## src/rtl/multicycle_control.sv

```systemverilog
`default_nettype none
// +--------------------------------------------------------------------------+
// | multicycle_control                                                       |
// | Instruction sequencer for the multicycle CPU: drives datapath enables    |
// | and mux selects from the current state and the IR opcode field.          |
// | Revision: 1.0                                                            |
// +--------------------------------------------------------------------------+
module multicycle_control (
  input  logic       CLK,
  input  logic       RST,
  input  logic [5:0] opcode,
  input  logic       zero,
  output logic       PCWre,
  output logic       IRWre,
  output logic [1:0] PCSrc,
  output logic       ALUSrcB,
  output logic [2:0] ALUOp,
  output logic       ExtSel,
  output logic       RegWre,
  output logic [1:0] RegDst,
  output logic       WrRegDSrc,
  output logic       DBDataSrc,
  output logic       DataMemRW,
  output logic [2:0] state
);

  typedef enum logic [2:0] {
    S_IF     = 3'b000,
    S_ID     = 3'b001,
    S_EXE_LS = 3'b010,
    S_MEM    = 3'b011,
    S_WB_LD  = 3'b100,
    S_EXE_BR = 3'b101,
    S_EXE_AL = 3'b110,
    S_WB_AL  = 3'b111
  } state_t;

  localparam logic [5:0] c_OP_ADD  = 6'b000000;
  localparam logic [5:0] c_OP_SUB  = 6'b000001;
  localparam logic [5:0] c_OP_ADDI = 6'b000010;
  localparam logic [5:0] c_OP_AND  = 6'b010001;
  localparam logic [5:0] c_OP_ORI  = 6'b010010;
  localparam logic [5:0] c_OP_SW   = 6'b110000;
  localparam logic [5:0] c_OP_LW   = 6'b110001;
  localparam logic [5:0] c_OP_BEQ  = 6'b110100;
  localparam logic [5:0] c_OP_J    = 6'b111000;
  localparam logic [5:0] c_OP_JR   = 6'b111001;
  localparam logic [5:0] c_OP_JAL  = 6'b111010;
  localparam logic [5:0] c_OP_HALT = 6'b111111;

  state_t r_state;

  logic w_add, w_sub, w_addi, w_and, w_ori, w_sw, w_lw, w_beq;
  logic w_j, w_jr, w_jal, w_halt, w_alu, w_nop;

  assign w_add  = (opcode == c_OP_ADD);
  assign w_sub  = (opcode == c_OP_SUB);
  assign w_addi = (opcode == c_OP_ADDI);
  assign w_and  = (opcode == c_OP_AND);
  assign w_ori  = (opcode == c_OP_ORI);
  assign w_sw   = (opcode == c_OP_SW);
  assign w_lw   = (opcode == c_OP_LW);
  assign w_beq  = (opcode == c_OP_BEQ);
  assign w_j    = (opcode == c_OP_J);
  assign w_jr   = (opcode == c_OP_JR);
  assign w_jal  = (opcode == c_OP_JAL);
  assign w_halt = (opcode == c_OP_HALT);
  assign w_alu  = w_add | w_sub | w_addi | w_and | w_ori;
  assign w_nop  = ~(w_alu | w_sw | w_lw | w_beq | w_j | w_jr | w_jal | w_halt);

  always_ff @(posedge CLK or negedge RST) begin
    if (!RST) begin
      r_state <= S_IF;
    end else begin
      case (r_state)
        S_IF: r_state <= S_ID;
        S_ID: begin
          if (w_alu)             r_state <= S_EXE_AL;
          else if (w_sw || w_lw) r_state <= S_EXE_LS;
          else if (w_beq)        r_state <= S_EXE_BR;
          else if (w_halt)       r_state <= S_ID;
          else                   r_state <= S_IF;
        end
        S_EXE_AL: r_state <= S_WB_AL;
        S_WB_AL:  r_state <= S_IF;
        S_EXE_LS: r_state <= S_MEM;
        // Anything but lw (including an illegal mid-instruction change) retires here
        S_MEM:    r_state <= w_lw ? S_WB_LD : S_IF;
        S_WB_LD:  r_state <= S_IF;
        S_EXE_BR: r_state <= S_IF;
        default:  r_state <= S_IF;
      endcase
    end
  end

  assign state = r_state;

  // Outputs are gated by RST so no write strobe survives an asserted reset
  always_comb begin
    PCWre     = 1'b0;
    IRWre     = 1'b0;
    PCSrc     = 2'b00;
    ALUSrcB   = 1'b0;
    ALUOp     = 3'b000;
    ExtSel    = 1'b0;
    RegWre    = 1'b0;
    RegDst    = 2'b00;
    WrRegDSrc = 1'b0;
    DBDataSrc = 1'b0;
    DataMemRW = 1'b0;
    if (RST) begin
      ALUSrcB   = w_addi | w_ori | w_lw | w_sw;
      ExtSel    = ~w_ori;
      WrRegDSrc = ~w_jal;
      if (w_addi || w_ori || w_lw)      RegDst = 2'b01;
      else if (w_add || w_sub || w_and) RegDst = 2'b10;
      if (w_sub || w_beq) ALUOp = 3'b001;
      else if (w_ori)     ALUOp = 3'b011;
      else if (w_and)     ALUOp = 3'b100;
      case (r_state)
        S_IF: IRWre = 1'b1;
        S_ID: begin
          PCWre  = w_j | w_jr | w_jal | w_nop;
          RegWre = w_jal;
          if (w_j || w_jal) PCSrc = 2'b11;
          else if (w_jr)    PCSrc = 2'b10;
        end
        S_MEM: begin
          PCWre     = ~w_lw;
          DataMemRW = w_sw;
          DBDataSrc = w_lw;
        end
        S_WB_LD: begin
          PCWre     = 1'b1;
          RegWre    = 1'b1;
          DBDataSrc = w_lw;
        end
        S_EXE_BR: begin
          PCWre = 1'b1;
          PCSrc = zero ? 2'b01 : 2'b00;
        end
        S_WB_AL: begin
          PCWre  = 1'b1;
          RegWre = 1'b1;
        end
        default: ;
      endcase
    end
  end

endmodule
`default_nettype wire

```

## config.mk

```make
export PLATFORM = sky130hd
export DESIGN_NAME = multicycle_control
export DESIGN_NICKNAME = d
export VERILOG_FILES = /design/src/rtl/multicycle_control.sv
export SDC_FILE = /design/constraint.sdc
export NUM_CORES = 1
export LEC_CHECK = 0
export CORE_UTILIZATION = 36
export DETAILED_ROUTE_END_ITERATION = 8
export PLACE_DENSITY = 0.74
export RECOVER_POWER = 50
export SLEW_MARGIN = 20
export SYNTH_ARGS = -nofsm -noshare
export SYNTH_HDL_FRONTEND = slang
export SYNTH_SLANG_ARGS = --single-unit
```

## constraint.sdc

```tcl
create_clock -name CLK -period 1.93 [get_ports CLK]
set_clock_uncertainty 0.05 [all_clocks]
set_input_delay 0.4825 -clock CLK [delete_from_list [all_inputs] [get_ports CLK]]
set_output_delay 0.4825 -clock CLK [all_outputs]
set_load 0.01 [all_outputs]
```

======== Word level (Yosys, flattened, before mapping) ========
Cells that the tools add are included.
W data, S select, Z words.
operators by class
  bitwise operators ....................... 21
  muxes and demuxes ....................... 31
  reduce and logical (&&, ||, !) cells .... 12
  eq/ne operators ......................... 18
operator list
  kind                  count
  $eq A6 B6 Y1 const B  7
  $mux W3               8
  $pmux W3 S6           1
  $or A1 B1 Y1          17
  $mux W1               13
  $eq A3 B3 Y1 const B  4
  $eq A6 B5 Y1 const B  2
  $mux W2               6
  $logic_or A1 B1 Y1    7
  $eq A3 B2 Y1 const B  2
  $eq A6 B1 Y1 const B  1
  $eq A6 B2 Y1 const B  1
  $logic_not A6 Y1      1
  $not A1 Y1            4
  $pmux W2 S2           1
  $reduce_or A2 Y1      2
  $eq A3 B1 Y1 const B  1
  $logic_not A3 Y1      1
  $pmux W1 S3           1
  $reduce_or A3 Y1      1
  $pmux W1 S2           1
word-level totals
  bits of input ports ..................... 9
  word-level logic and storage cells ...... 83
  register bits ........................... 3

======== Logic depth before layout (Yosys ltp) ========
  depth in word-level cells ............... 16
  depth in mapped cells ................... 5

======== Least setup slack after synthesis ========
Ideal clock, no wire load.
  path type ............................... input to output
  start ................................... input port opcode[3]
  end ..................................... output port RegDst[1]
  stages on the path ...................... 4
  path buffers ............................ 1
  path slack .............................. -103 ps
  arrival ................................. 1500 ps
  required time ........................... 1397 ps
  cell sequence ........................... buf_2 nor2_1 nand2_1 a2111oi_1
on the way
  word-level cells in the longest chain between the ends .. 6
RTL lines
  what                                              RTL line  source
  start: declaration                                11        input logic [5:0] opcode,
  $eq A6 B1 Y1 or $logic_not A6 Y1 (tied branches)  57, 56
  $logic_or A1 B1 Y1 (2 in series)                  116       else if (w_add || w_sub || w_and) RegDst = 2'b10;
  $mux W2                                           116
  $mux W2 (*)                                       115       if (w_addi || w_ori || w_lw) RegDst = 2'b01;
  $mux W2 (*)                                       111       if (RST) begin
  end: declaration                                  20        output logic [1:0] RegDst,
Every way passes the cells marked *; elsewhere a longest branch is shown, timed or not.

======== Worst setup path after layout ========
  start ................................... input port opcode[0]
  end ..................................... output port PCWre
on the way
  word-level cells in the longest chain between the ends .. 16
RTL lines
  what                                              RTL line  source
  $eq A6 B1 Y1 or $logic_not A6 Y1 (tied branches)  57, 56
  $or A1 B1 Y1 (4 in series)                        68        assign w_alu = w_add | w_sub | w_addi | w_and | w_ori;
  $or A1 B1 Y1 (7 in series)                        69        assign w_nop = ~(w_alu | w_sw | w_lw | w_beq | w_j | w_jr | w_jal | w_halt);
  $not A1 Y1                                        69
  $or A1 B1 Y1                                      123       PCWre = w_j | w_jr | w_jal | w_nop;
  $pmux W1 S3 (*)                                   120       case (r_state)
  $mux W1 (*)                                       111
  end: declaration                                  13        output logic PCWre,
Marks and branches as above.

==> impl_summary.md <==
Status
The run finished, with violations left. The checks that failed: negative setup slack.

Drt
Using the TritonRoute via totals, the vias-per-cell ratio works out to 6.292. The detailed-route via count is 1,076. The routed design has 3.645 mm of wire.

The violation count after the first detailed-route iteration is 44. The count of antenna-violating nets left after detailed routing is 0. The pre-antenna-repair detailed-routing pass consisted of 4 iterations.

The per-cell routed wire length is 21.32 um. The post-route DRC violation count is 0.

GRT
The final global-route overflow total is 0. The total global-route track usage is 33.19%. The pin count of the biggest net entering global routing is 10. The global-route wire length before repair is 4.471 mm.

The number of antenna violations at the first check in global routing is 0. The number of global-route vias before repair is 960.

Clocking
The cell chosen for the clock root is clkbuf_4. The CTS buffer count is 3. Clock-pin slew was measured on the worst setup and hold paths at 0.04 ns. TritonCTS built the clock tree. The maximum level of the CTS H-tree is 1. The later pin in the worst-skew pair is clocked with a latency of 0.25 ns. The clock passes through at most 2 buffers.

The number of hold buffers added after CTS was 0. The TritonCTS sink count is 3.

STA
The max-slew violation total from the final report is 0. The max-slew headroom at the worst pin is 80.68%. After layout, the minimum clock period comes to 2.238 ns. The maximum achievable frequency is 446.7 MHz.

The count of endpoints failing hold in the final timing report was 0. Dividing the final minimum period by the clock period gives 116.0%. The slew at the pin with the worst max-slew slack is 0.2871 ns. Setup repair after global routing could not meet its margin everywhere. Setup total negative slack on the finished layout was measured at -1.900 ns. Once routing completed, OpenROAD measured the worst setup slack at -0.3084 ns. Setup violations remaining at the end of the flow were counted as 13.

Yosys
The post-synthesis area per instance is 6.971 um^2. The synthesized-area fraction occupied by adder cells is 0%. In this run the cell area of the synthesized design comes to 585.6 um^2.

Of the synthesized area, sequential elements account for 12.82%. The biggest area contributor in the post-synthesis netlist is dfrtp_1. The Yosys step of the flow raised 0 warnings. The synthesized design contains 0 enable-type register cells. The unique cell type count in the Yosys netlist is 39. After synthesis, the most frequently instantiated cells are buf_2 (6), nand2b_1 (6), nor3_1 (6).

After synthesis, the largest family of logic cells by area is simple AND/OR/NAND/NOR gates. When the netlist entered floorplanning its net count stood at 93. The area fraction in compound gates after synthesis is 28.63%. The share of the synthesized area in the top cell type is 12.82%. Of the post-synthesis cell area, the part taken by muxes is 0%. The xor and xnor area share after synthesis is 0%.

The synthesized netlist devotes 48.29% of its cell area to simple gates. In this run, synthesis produced a sequential element count of 3. The predominant post-synthesis flop cell is dfrtp_1. The proportion of synthesized flip-flops having asynchronous set or reset is 100.0%. Synthesis handed over a netlist of 84 instances. In the post-synthesis netlist, the biggest area contributors are dfrtp_1 (13%), nand2b_1 (6.4%), buf_2 (5.1%), nor3_1 (5.1%), o21a_1 (3.8%).

Setup path
In this run the critical register-to-register path is captured at state[2]$_DFF_PN0_. The startpoint kind of the worst setup timing path is a primary input. The worst setup path is of the in -> out kind. The number of buffers and inverters on the critical path is 2. The endpoint required time on the critical path is 1.40 ns. The critical path's slowest cell is or4b_4. The endpoint kind of the worst setup timing path is an output port. The signal on the critical path passes through buf_8 > or4b_4 > o2111a_1 > nor3_2 > a31o_1 > buf_2. In this run the critical register-to-register path is launched from state[2]$_DFF_PN0_. The worst endpoint data arrival time is 1.71 ns. Of all nets on the critical path, the largest fanout is 3. On the worst path, the slowest cell contributes a delay of 0.53 ns. The depth of the worst register-to-register path is 5. In this run the register-to-register setup slack is 0.56 ns. The kind of cell with the highest combined delay on the critical path is simple AND/OR/NAND/NOR gates. Counting buffers and inverters, the worst setup path is 6 cells deep.

Floorplan
From bottom edge to top edge, the die measures 42.33 um. The number of I/O pins is 27. The initial utilization of the core area, before any placement, comes to 38.87%. The die outline area is 1792 um^2. The die is 42.33 um wide. The floorplan has 14 rows.

The core area is 1506 um^2.

Power and ir drop
The maximum vdd drop is 0.9467 mV. The static power due to leakage is 0.6506 nW. The power density over cell area is 623.2 nW/um^2. The overall power of the completed layout is 871.0 uW.

Place
The post-place instance area is 1104 um^2. During placement, the flow inserted port buffers numbering 26. Detailed placement finished with a half-perimeter wire length of 1.673 mm. Once placement completed, the tool counted placed cells totaling 152. At the end of routability-driven placement, the weighted congestion stood at 0.8931.

Job
The tool flagged a number of max-cap violations equal to 0.

Final layout
The number of standard cells in the final layout excluding fillers is 171. The flip-flop count of the largest register after layout is 3. Summing all non-filler instances in the final layout gives an area of 1398 um^2. The number of diodes added for antenna fixing is 0. Measured on the finished design, the core utilization comes to 92.77%.

The number of filler cells placed in the layout is 55. The area growth from synthesis to layout is 138.7%. In the final design database the tool counted 165 nets.

Cells with a size suffix above 1 make up 70.32% of the layout.

Min path
The path class of the tightest hold or removal check is in -> async.
[cell usage in the layout (no fill, tap or decap), types with 2 or more instances in the layout]
cell type	count
nor3b_2	2
nand4b_1	2
nand2b_1	3
nor2b_4	2
nand2_1	4
buf_4	39
o31a_1	2
nor2_1	2
inv_1	2
nand3b_1	2
o21ai_1	2
nand3_1	3
a21oi_2	3
nor3_4	2
buf_6	15
clkdlybuf4s50_1	3
a31oi_1	2
buf_2	15
nand2b_4	3
nor3_2	4
o21a_1	3
clkbuf_4	4
dfrtp_2	2
[worst max-delay path by stage]
stage	from	endpoint	slack, ns
2_1_floorplan	opcode[2]	PCSrc[0]	-0.05
3_3_place_gp	opcode[5]	PCWre	-1.02
3_5_place_dp	opcode[5]	PCWre	-1.05
4_1_cts	opcode[0]	PCWre	-0.25
5_1_grt	opcode[0]	PCWre	-0.33
6_report	opcode[0]	PCWre	-0.31
[repair_timing]
item / in CTS / in global routing
pin swaps: 14 / 14
setup endpoints to repair: 15 / 15
resized for setup: 123 / 25
buffers inserted: 5 / 10
[cell type report]
cell class,count,area (um^2),share of cell area (%)
clock buffers,4,26.28,1.880
well taps,16,20.02,1.432
repair buffers,77,616.8,44.14
flip-flops and latches,3,77.57,5.551
inverters,3,11.26,0.8057
multi-input cells,68,645.6,46.20
[stage by stage]
step           setup slack, ns  hold WS, ns
2_1_floorplan         -0.04832       0.1369
3_3_place_gp            -1.018       0.5761
3_5_place_dp            -1.055       0.5779
4_1_cts                -0.2487       0.3804
5_1_grt                -0.3301       0.5795
6_report               -0.3084       0.5618
[cells by family (layout without fill, tap and decap cells)]
group | count (synthesis) | after routing
buf+inv | 13 | 84
simple gates | 46 | 46
flops | 3 | 3
compound gates | 22 | 22
[power breakdown]
group	internal, mW	leakage (nW)	switching [mW]
Sequential	0.0855	0.0365	0.0395
Clock	0.0780	0.0150	0.0411
Combinational	0.336	0.599	0.291
[metal layers]
layer  global-route usage [%]  wire length [um]  up-vias
met3                    2.586               237       20
met1                    40.00              1445      519
li1                         -                 -      464
met5                        0                 0        -
met4                    17.50               206        0
met2                    57.85              1756       73
[worst register-to-register path, delay by kind of cell, from the launching register on]
kind | cells | cell delay [ns]
and+or+nand+nor | 1 | 0.16
AOI/OAI and AO/OA | 3 | 0.54
buffers and inverters | 1 | 0.16
DFF | 1 | 0.40
No activity file was read; power rests on OpenSTA's default activity.
